File: src/rtl/bcd_pkg.sv
// Shared BCD definitions for the BCD-to-binary converter and the binary-to-BCD display path.
package bcd_pkg;

  typedef enum logic [1:0] {
    ST_IDLE  = 2'd0,
    ST_CHECK = 2'd1,
    ST_CONV  = 2'd2,
    ST_DONE  = 2'd3
  } state_t;

  localparam int unsigned   BCD_W         = 4;
  localparam logic [3:0]    BCD_MAX_DIGIT = 4'd9;

endpackage

File: src/rtl/bcd_to_bin_seq_if.sv
// Start/busy/done handshake bundle between the requester and the BCD-to-binary converter.
interface bcd_to_bin_seq_if
  import bcd_pkg::*;
#(
  parameter int unsigned N      = 10,
  parameter int unsigned DIGITS = 4
);

  logic                      start;
  logic [BCD_W*DIGITS-1:0]   bcd_in;
  logic [N-1:0]              bin_out;
  logic                      busy;
  logic                      done;
  logic                      err;
  logic                      ovf;

  modport master (output start, bcd_in, input bin_out, busy, done, err, ovf);
  modport slave  (input start, bcd_in, output bin_out, busy, done, err, ovf);

endinterface

File: src/rtl/bcd_digit_check.sv
// Flags any packed BCD digit outside 0..9.
module bcd_digit_check
  import bcd_pkg::*;
#(
  parameter int unsigned DIGITS = 4
) (
  input  logic [BCD_W*DIGITS-1:0] bcd,
  output logic                    any_invalid
);

  always_comb begin
    any_invalid = 1'b0;
    for (int unsigned k = 0; k < DIGITS; k++) begin
      if (bcd[k*BCD_W +: BCD_W] > BCD_MAX_DIGIT) any_invalid = 1'b1;
    end
  end

endmodule

File: src/rtl/bcd_to_bin_seq.sv
// Sequential packed-BCD to binary converter: one x10 accumulate per cycle, MSD first,
// saturating at 2^N-1, with start/busy/done handshake.
module bcd_to_bin_seq
  import bcd_pkg::*;
#(
  parameter int unsigned N      = 10,
  parameter int unsigned DIGITS = 4
) (
  input  logic             clk,
  input  logic             rst,
  bcd_to_bin_seq_if.slave  bus
);

  localparam int unsigned IDX_W = (DIGITS > 1) ? $clog2(DIGITS) : 1;

  state_t                  state;
  logic [BCD_W*DIGITS-1:0] op_r;
  logic [N-1:0]            acc;
  logic [IDX_W-1:0]        idx;
  logic                    err_r;
  logic                    ovf_r;
  logic                    any_invalid;
  logic [BCD_W-1:0]        digit;
  logic [N+3:0]            acc_x;
  logic [N+3:0]            nxt;
  logic                    sat;

  bcd_digit_check #(.DIGITS(DIGITS)) u_check (
    .bcd         (op_r),
    .any_invalid (any_invalid)
  );

  // acc*10 as shift-add so no multiplier is inferred
  always_comb begin
    digit = op_r[idx*BCD_W +: BCD_W];
    acc_x = {4'b0000, acc};
    nxt   = (acc_x << 3) + (acc_x << 1) + {{N{1'b0}}, digit};
    sat   = ovf_r || (nxt[N+3:N] != 4'b0000);
  end

  // Outputs are loaded on the transition into DONE so done/result/flags are
  // registered yet visible during the DONE cycle itself.
  always_ff @(posedge clk) begin
    if (rst) begin
      state       <= ST_IDLE;
      op_r        <= '0;
      acc         <= '0;
      idx         <= '0;
      err_r       <= 1'b0;
      ovf_r       <= 1'b0;
      bus.bin_out <= '0;
      bus.busy    <= 1'b0;
      bus.done    <= 1'b0;
      bus.err     <= 1'b0;
      bus.ovf     <= 1'b0;
    end else begin
      bus.done <= 1'b0;
      case (state)
        ST_IDLE: begin
          if (bus.start) begin
            op_r     <= bus.bcd_in;
            err_r    <= 1'b0;
            ovf_r    <= 1'b0;
            bus.busy <= 1'b1;
            state    <= ST_CHECK;
          end
        end
        ST_CHECK: begin
          if (any_invalid) begin
            err_r       <= 1'b1;
            bus.done    <= 1'b1;
            bus.bin_out <= '0;
            bus.err     <= 1'b1;
            bus.ovf     <= 1'b0;
            state       <= ST_DONE;
          end else begin
            acc   <= '0;
            idx   <= IDX_W'(DIGITS - 1);
            ovf_r <= 1'b0;
            state <= ST_CONV;
          end
        end
        ST_CONV: begin
          if (sat) begin
            ovf_r <= 1'b1;
            acc   <= '1;
          end else begin
            acc   <= nxt[N-1:0];
          end
          if (idx == '0) begin
            bus.done    <= 1'b1;
            bus.bin_out <= sat ? '1 : nxt[N-1:0];
            bus.err     <= 1'b0;
            bus.ovf     <= sat;
            state       <= ST_DONE;
          end else begin
            idx <= idx - 1'b1;
          end
        end
        ST_DONE: begin
          bus.busy <= 1'b0;
          state    <= ST_IDLE;
        end
        default: state <= ST_IDLE;
      endcase
    end
  end

endmodule

File: src/flat_wrapper.sv
// flat-port wrapper written by rule: the top's interface ports become plain ports
module bcd_to_bin_seq_flat import bcd_pkg::*;
#(
  parameter int unsigned N      = 10,
  parameter int unsigned DIGITS = 4
)
  (clk, rst, bus_start, bus_bcd_in, bus_bin_out, bus_busy, bus_done, bus_err, bus_ovf);
  bcd_to_bin_seq_if #(.N(N), .DIGITS(DIGITS)) bus_i ();
  input  logic clk;
  input  logic rst;
  input wire logic [$bits(bus_i.start)-1:0] bus_start;
  input wire logic [$bits(bus_i.bcd_in)-1:0] bus_bcd_in;
  output wire logic [$bits(bus_i.bin_out)-1:0] bus_bin_out;
  output wire logic [$bits(bus_i.busy)-1:0] bus_busy;
  output wire logic [$bits(bus_i.done)-1:0] bus_done;
  output wire logic [$bits(bus_i.err)-1:0] bus_err;
  output wire logic [$bits(bus_i.ovf)-1:0] bus_ovf;
  assign bus_i.start = bus_start;
  assign bus_i.bcd_in = bus_bcd_in;
  assign bus_bin_out = bus_i.bin_out;
  assign bus_busy = bus_i.busy;
  assign bus_done = bus_i.done;
  assign bus_err = bus_i.err;
  assign bus_ovf = bus_i.ovf;
  bcd_to_bin_seq #(.N(N), .DIGITS(DIGITS)) u_core (.clk(clk), .rst(rst), .bus(bus_i));
endmodule
File: config.mk
export PLATFORM = sky130hd
export DESIGN_NAME = bcd_to_bin_seq_flat
export DESIGN_NICKNAME = d
export VERILOG_FILES = /design/src/rtl/bcd_pkg.sv /design/src/rtl/bcd_to_bin_seq_if.sv /design/src/rtl/bcd_digit_check.sv /design/src/rtl/bcd_to_bin_seq.sv /design/src/flat_wrapper.sv
export SDC_FILE = /design/constraint.sdc
export NUM_CORES = 1
export LEC_CHECK = 0
export ABC_AREA = 0
export CORE_ASPECT_RATIO = 0.8
export CORE_UTILIZATION = 50
export CTS_BUF_LIST = sky130_fd_sc_hd__clkbuf_4 sky130_fd_sc_hd__clkbuf_8
export DETAILED_ROUTE_END_ITERATION = 8
export PLACE_DENSITY = 0.73
export SETUP_SLACK_MARGIN = 0.02
export SLEW_MARGIN = 20
export SYNTH_ARGS = -nofsm -noshare
export SYNTH_HDL_FRONTEND = slang
export SYNTH_HIERARCHICAL = 1
export SYNTH_SLANG_ARGS = --single-unit
File: constraint.sdc
create_clock -name clk -period 4.35 [get_ports clk]
set_input_delay 1.305 -clock clk [delete_from_list [all_inputs] [get_ports clk]]
set_output_delay 1.305 -clock clk [all_outputs]
set_load 0.03 [all_outputs]
* Word level (Yosys, flattened, before mapping)
Index checks and enable logic that the tools add are counted.
** Word-level totals
- Bits in registers :: 45
- Latch bits :: 0
- Bits in writable memories :: 0
- ROM bits :: 0
- Bits of input ports :: 19
- Output and inout port bits :: 14
- Memories kept :: 0
** Cells by class
- $add $sub $neg :: 3
- Multiply operators :: 0
- Divide/modulo/power cells :: 0
- $lt $le $gt $ge :: 4
- Equality and inequality tests :: 9
- Shift operators :: 1
- Multiplexer cells :: 32
- Bitwise operators :: 0
- Reductions and logical operators :: 14
** Operators by type and width (number)
- $mux 10 :: 4
- $pmux 10 s2 :: 2
- $gt 4x4->1 const B :: 4
- $shiftx 16x5->4 :: 1
- $mux 1 :: 15
- $add 13x11->14 :: 1
- $add 14x4->14 :: 1
- $mux 2 :: 4
- $pmux 1 s2 :: 4
- $pmux 2 s4 :: 1
- $reduce_and 2->1 :: 4
- $ne 2x1->1 const B :: 3
- $ne 2x2->1 const B :: 3
- $reduce_and 3->1 :: 2
- $eq 2x2->1 const B :: 2
- $logic_not 2->1 :: 2
- $pmux 2 s2 :: 1
- $reduce_and 4->1 :: 1
- $reduce_bool 2->1 :: 2
- $reduce_bool 4->1 :: 1
- $pmux 1 s3 :: 1
- $reduce_bool 3->1 :: 1
- $eq 2x1->1 const B :: 1
- $sub 2x1->2 const B :: 1
- $logic_or 1x1->1 :: 1

* Depth between registers and ports, before layout
Gate-level depths: netlist of the first run.
- Word-level depth :: 7
- Mapped depth :: 13
- Depth with buffers taken out :: 11

* Modules after synthesis
Netlist of the first run, hierarchy kept.
** Modules (own cells, without submodules)
- bcd_to_bin_seq :: times used 1, cells each 324, area each 2682.6 um2, sequential area each 900.9 um2
- bcd_digit_check :: times used 1, cells each 5, area each 26.3 um2, sequential area each 0.0 um2

* Worst setup path after synthesis of the first run
OpenSTA, ideal clock, no wires.
- Kind :: reg-to-reg
- Start :: register u_core.idx[0]
- End :: register u_core.acc[4]
- Library setup time :: 0.145 ns
- Arrival time :: 3.291 ns
- Slack :: 0.914 ns
- Cell stages (with the launch flop) :: 14
- Cell sequence :: dfxtp_1 > clkbuf_1 > mux4_2 > inv_1 > fa_1 > inv_1 > ha_1 > a21o_1 > and4_1 > o21a_1 > or3_1 > nand2_1 > clkbuf_1 > a41oi_1
** Between the ends
- Cells in the longest elaborated chain, start to end :: 6
** RTL lines
- start: declaration :: line bcd_to_bin_seq.sv:19 : logic [IDX_W-1:0] idx;
- start signal: assignment :: line bcd_to_bin_seq.sv:78 : idx <= IDX_W'(DIGITS - 1);
- start signal: assignment :: line bcd_to_bin_seq.sv:97 : idx <= idx - 1'b1;
- $shiftx 16x5->4 (*) :: line bcd_to_bin_seq.sv:35 : digit = op_r[idx*BCD_W +: BCD_W];
- $add 14x4->14 (*) :: line bcd_to_bin_seq.sv:37 : nxt = (acc_x << 3) + (acc_x << 1) + {{N{1'b0}}, digit};
- $reduce_bool 4->1 :: line bcd_to_bin_seq.sv:38 : sat = ovf_r || (nxt[N+3:N] != 4'b0000);
- $logic_or 1x1->1 :: line bcd_to_bin_seq.sv:38
- $mux 10 (*) :: line bcd_to_bin_seq.sv:84 : if (sat) begin
- $pmux 10 s2 (*) :: line bcd_to_bin_seq.sv:58 : case (state)
- end signal: assignment :: line bcd_to_bin_seq.sv:88 : acc <= nxt[N-1:0];
- end: declaration :: line bcd_to_bin_seq.sv:18 : logic [N-1:0] acc;
Every way passes the cells marked *; elsewhere a longest branch is shown, timed or not.
A chain may end at the register's enable or synchronous reset.

* Final worst setup path of the first run
Same ends and word-level chain as after synthesis.

==> results of run 1 <==
==> logic make-up after synthesis <==
family,count (synthesis)
DFF,45
and+or+nand+nor,104
adders and majority gates,27
AOI/OAI and AO/OA,108
buffers and inverters,33
xor gates and xnor gates,7
muxes,5
==> how the worst max path moves through the flow <==
stage / startpoint / endpoint / slack, ps / cells past startpoint
3_5_place_dp: u_core/idx[0] / u_core/acc[5] / 770 / 11
2_1_floorplan: u_core/idx[0] / u_core/acc[4] / 910 / 13
3_3_place_gp: u_core/idx[0] / u_core/bus.bin_out[6] / 840 / 12
5_1_grt: u_core/idx[0] / u_core/acc[4] / 470 / 11
6_report: u_core/idx[0] / u_core/acc[4] / 710 / 11
4_1_cts: u_core/idx[0] / u_core/acc[4] / 720 / 11
==> layout by cell type (no fill, tap or decap), types with 9 or more instances in the layout <==
| master | count |
|---|---|
| nand2_1 | 57 |
| a21o_1 | 12 |
| inv_1 | 15 |
| a21oi_1 | 45 |
| ha_1 | 25 |
| dfxtp_1 | 45 |
| nor2_1 | 22 |
| a41oi_1 | 9 |
| a31oi_1 | 12 |
| clkdlybuf4s50_1 | 32 |
==> power by group through the flow <==
stage | clock [mW] | combinational, mW | sequential (mW)
finish | 0.271 | 0.573 | 0.532
floorplan | 0 | 0.423 | 0.536
global placement | 0 | 0.559 | 0.540
global route | 0.291 | 0.638 | 0.543
detailed placement | 0 | 0.567 | 0.542
CTS | 0.274 | 0.571 | 0.532
==> flip-flops by register name, indices dropped and copies added (netlist names) <==
register / cells
u_core/acc: 10
u_core/bus.bin_out: 10
u_core/bus.busy: 1
u_core/bus.done: 1
u_core/bus.err: 1
u_core/bus.ovf: 1
u_core/idx: 2
u_core/op_r: 16
u_core/ovf_r: 1
u_core/state: 2
==> per-stage QoR <==
step                instances  power, mW
floorplan                 329      0.959
global placement          409       1.10
detailed placement        409       1.11
CTS                       417       1.38
global route              417       1.47
finish                    417       1.38
==> per-layer routing <==
metal,track usage,vias to the layer above,routed length (um),part of all wire
met5,0,-,0,0
met4,0.0582,0,42,0.0066
li1,-,1230,-,-
met2,0.348,78,2650,0.42
met3,0.0398,4,451,0.071
met1,0.349,1134,3230,0.51
==> worst min-delay path, stage by stage (launching register included) <==
cell and delay, ps:
dfxtp_1 320, nand2_1 50, a21oi_1 50
==> layout make-up <==
class,count,share of cell area
clock inverter,1,0.00239
tap,62,0.0247
multi-input combinational,251,0.531
clock buffer,7,0.0267
sequential,45,0.286
timing repair buffer,36,0.111
inverter,15,0.0179
==> run metrics, run 1 <==
run status finished with violations; failing checks DRC; maximum VDD drop 257 uV; maximum fanout along the worst path 22; buffer count from post-CTS setup fixing 0; minimum setup slack after placement 765 ps; kind of cell adding the most delay to the critical path compound AO/OA/AOI/OAI gates; number of buffer and inverter stages on the critical path 1; number of nets in the synthesized netlist 375; Multi-input gate area 1670 um^2; final global-route overflow total 0; synthesized-area fraction occupied by and/or/nand/nor cells 0.167; final hold slack 467 ps; worst reg-to-reg setup slack 710 ps; tightest slew margin relative to the limit 0.331; crit share post-route 0.838; root buffer selected by CTS clkbuf_8; worst path setup slack after routing 707 ps; via count of the first global-routing pass 2121; post-route antenna net violation count 0; number of placed I/O pins 33; DR pass1 iterations 6; Cell variety after synth 40; Sw Pwr 564 uW; global-route usage over all layers 0.233; Ys Warns 6; final layout net count 400; DRC violation count after routing 4; sequential-to-total area share from yosys stat 0.333; chip height 67.8 um; starting density of the core 0.529; PwrDens 437 nW/um^2; crit path max-delay cell type mux4_2; relative contribution of combinational cells to total power 0.417; cell internal pwr 812 uW; setup skew after layout 9.47 ps; H-tree Lvls 2; share of the synthesized area in compound gates (AO/OA/AOI/OAI) 0.259; Diodes inserted 0; TritonCTS clock tree built; number of hold buffers added after cts 0; Die Span X 84.3 um; share of total power in sequential cells 0.387; die area 5720 um^2; global placer's final weighted congestion 0.897; top_reg_cell synth dfxtp_1; Startpoint Class flop; clock latency of the later-clocked register in the worst-skew pair 300 ps; path class of the lowest-slack min-delay path reg2reg; share of post-route cells with drive strength above 1 0.0507; First DRT Iteration DRCs 217; cell area after technology mapping 2710 um^2; synthesis-to-finish area growth 16.1%; worst reg-to-reg path cell count 11; total clock buffers created by CTS 5; final number of max-transition violations 0; async set or reset register ratio after synthesis 0; I/O Buffers 32; Layout Utilization 0.614; fill cell total of the finished layout 474; # clock sinks 45; routed wire length per instance 15.3 um; area fraction of the dominant cell type after synthesis 0.333; mux cell area share after synthesis 0.0370; Seq cells post-synth 45; actual transition at the worst max-transition pin 1000 ps; final critical delay including setup and external delays 3640 ps; endpoint with the worst hold slack u_core/op_r[0]; setup repair after global routing missed its margin false; most frequent cells after synthesis nand2_1, a21oi_1, dfxtp_1; Placed Area 3050 um^2; reg2reg end u_core/acc[4]; biggest area consumer among synthesized cells dfxtp_1; CP endpoint kind flop; fraction of synthesized cell area in xor and xnor cells 0.0226; gate count of the mapped netlist 329; placeable core area 5120 um^2; LEAKAGE 1.24 nW; Finished Cell Area 3150 um^2; arrival time worst endpoint 3800 ps; maximum count of clock buffers along a single path 2; Switching Share 0.410; Clock Power Share 0.197; Total Wirelength 6370 um; average vias per placed instance 5.87; Setup TNS 0 ps; detailed placement HPWL 4640 um; number of rows in the core area 23; wire length of the first global-routing pass 10400 um; number of maximum-capacitance violations 0; Setup Viol. Count Final 0; area taken by flip-flops and latches 901 um^2; clock slew at reported path FFs 90 ps; CP Class reg2reg; top area cells in the synthesized netlist dfxtp_1, ha_1, a21oi_1; Final Hold Vio Count 0; required arrival time at the worst endpoint 4500 ps; main combinational cell family by area after synthesis compound AO/OA/AOI/OAI gates; number of synthesized flops with an enable pin 0; CP most frequent cell ha_1; FMAX 274 MHz; startpoint of the worst hold path u_core/op_r[0]; adder and majority cell fraction of the synthesized area 0.130; count of cells resized by post-cts repair 0; cell with the most instances after synthesis nand2_1; startpoint of the most critical register-to-register path u_core/idx[0]; depth of the worst hold-timing path 2; number of antenna violations at the first check in global routing 0; synthesized area per cell 8.23 um^2; maximum number of pins on one net before global-route repair 23; total via count in the routed design 2446; delay contributed by the slowest stage of the critical path 560 ps; cells traversed along the worst timing path mux4_2, ha_1, ha_1, fa_1, a21oi_1, o21bai_1, a221oi_2, xnor2_1, a311oi_4, buf_4, a41oi_1
Note: power is estimated with default switching activity, not from simulation.
==> inputs of run 2 (changes only) <==
==> constraint.sdc (replaced) <==
create_clock -name clk -period 3.7 [get_ports clk]
set_input_delay 1.11 -clock clk [delete_from_list [all_inputs] [get_ports clk]]
set_output_delay 1.11 -clock clk [all_outputs]
set_load 0.03 [all_outputs]
==> run 2 against run 1 <==
The flow still finishes with violations (DRC). Non-clock buffer count grew 3. Clock skew shrank 3.6 ps. Core utilization grew 0.59 points. Largest cell class unchanged. Critical path depth is the same. Critical endpoint is now u_core/bus.bin_out[8].
==> run metrics, run 2 (synthesis results as in run 1) <==
total via count in the routed design 2437; actual transition at the worst max-transition pin 671 ps; detailed placement HPWL 4780 um; via count of the first global-routing pass 2162; post-route antenna net violation count 0; First DRT Iteration DRCs 177; global-route usage over all layers 0.238; share of post-route cells with drive strength above 1 0.0534; final global-route overflow total 0; global placer's final weighted congestion 0.920; worst reg-to-reg setup slack 300 ps; run status finished with violations; I/O Buffers 32; buffer count from post-CTS setup fixing 0; maximum fanout along the worst path 22; max reg flops 16; number of rows in the core area 23; LEAKAGE 1.27 nW; count of cells resized by post-cts repair 0; number of hold buffers added after cts 0; Diodes inserted 0; TritonCTS clock tree built; fill cell total of the finished layout 469; final critical delay including setup and external delays 3400 ps; CP Class reg2reg; cell internal pwr 958 uW; Sw Pwr 656 uW; registers with the most flip-flops u_core/op_r: 16 flops, u_core/acc: 10 flops, u_core/bus.bin_out: 10 flops; die area 5720 um^2; Final Hold Vio Count 0; endpoint with the worst hold slack u_core/op_r[0]; Clock Power Share 0.171; arrival time worst endpoint 3590 ps; number of placed I/O pins 33; worst reg-to-reg path cell count 11; crit share post-route 0.920; number of maximum-capacitance violations 0; maximum number of pins on one net before global-route repair 23; CP endpoint kind flop; synthesis-to-finish area growth 17.2%; startpoint of the most critical register-to-register path u_core/idx[0]; final hold slack 462 ps; setup repair after global routing missed its margin false; Setup TNS 0 ps; maximum count of clock buffers along a single path 2; Total Wirelength 6330 um; Setup Viol. Count Final 0; Finished Cell Area 3180 um^2; reg2reg end u_core/bus.bin_out[8]; FMAX 294 MHz; most common library cell in the layout ignoring fill and taps nand2_1; root buffer selected by CTS clkbuf_8; depth of the worst hold-timing path 2; share of total power in sequential cells 0.384; maximum VDD drop 255 uV; PwrDens 508 nW/um^2; chip height 67.8 um; path class of the lowest-slack min-delay path reg2reg; relative contribution of combinational cells to total power 0.445; Die Span X 84.3 um; DRC violation count after routing 5; setup skew after layout 5.84 ps; Reg with most FFs u_core/op_r; # clock sinks 45; wire length of the first global-routing pass 10600 um; placeable core area 5120 um^2; final number of max-transition violations 0; number of antenna violations at the first check in global routing 0; DR pass1 iterations 6; final layout net count 403; failing checks DRC; clock slew at reported path FFs 80 ps; total clock buffers created by CTS 5; tightest slew margin relative to the limit 0.551; Switching Share 0.406; required arrival time at the worst endpoint 3890 ps; clock latency of the later-clocked register in the worst-skew pair 290 ps; H-tree Lvls 2; starting density of the core 0.529; average vias per placed instance 5.83; Placed Area 3100 um^2; Startpoint Class flop; routed wire length per instance 15.1 um; startpoint of the worst hold path u_core/op_r[0]; commonest cells after routing, fill and taps aside nand2_1, a21oi_1, dfxtp_1, clkdlybuf4s50_1, ha_1
[run 2: cell count changes in the layout (fill, tap and decap cells not counted), sizes merged]
| cell | delta |
|---|---|
| clkinvlp | -1 |
| clkbuf | -2 |
| clkinv | +1 |
| buf | +3 |
[run 2: power groups by stage]
stage | Combinational [mW] | Sequential, mW | Clock, mW
2_1_floorplan | 0.497 | 0.631 | 0
5_1_grt | 0.805 | 0.632 | 0.305
3_3_place_gp | 0.696 | 0.629 | 0
4_1_cts | 0.713 | 0.619 | 0.287
6_report | 0.719 | 0.620 | 0.275
3_5_place_dp | 0.709 | 0.630 | 0
[run 2: layout make-up]
class	instances	area (um^2)	area share
multi-input cells	251	1670	0.526
repair buffers	39	398	0.125
well taps	62	77.6	0.0244
flip-flops and latches	45	901	0.284
clock buffers	5	68.8	0.0217
clock inverters	1	5.00	0.00158
inverters	15	56.3	0.0177
[run 2: per-stage QoR]
stage | utilization | power [mW] | std cells | setup slack (ps)
global route | 0.620 | 1.74 | 418 | 93.6
detailed placement | 0.606 | 1.34 | 412 | 312
floorplan | - | 1.13 | 329 | 264
finish | 0.620 | 1.61 | 418 | 297
CTS | 0.620 | 1.62 | 418 | 294
global placement | 0.606 | 1.33 | 412 | 397
[run 2: per-layer routing]
layer,global-route usage,part of all wire,up-vias
met5,0,0,-
met4,0.0409,0.0032,0
met3,0.0458,0.082,2
met2,0.347,0.42,84
met1,0.366,0.49,1116
li1,-,-,1235
[run 2: worst max path at each step]
| stage | from | endpoint | slack, ps | cells past startpoint |
|---|---|---|---|---|
| after global routing | u_core/idx[0] | u_core/bus.bin_out[4] | 90 | 12 |
| after detailed placement | u_core/idx[0] | u_core/bus.bin_out[8] | 310 | 11 |
| after global placement | u_core/idx[0] | u_core/bus.bin_out[7] | 400 | 11 |
| after CTS | u_core/idx[0] | u_core/bus.bin_out[8] | 290 | 11 |
| final | u_core/idx[0] | u_core/bus.bin_out[8] | 300 | 11 |
| after floorplan | u_core/idx[0] | u_core/acc[4] | 260 | 13 |
[run 2: worst max-delay path: stages (launching register included)]
cell      delay [ps]
dfxtp_1          430
mux4_2           530
ha_1             290
ha_1             220
fa_1             400
a21oi_1          200
o21ai_0          160
a311o_1          390
o211ai_1         150
a311oi_4          70
buf_12           190
a221oi_1         270
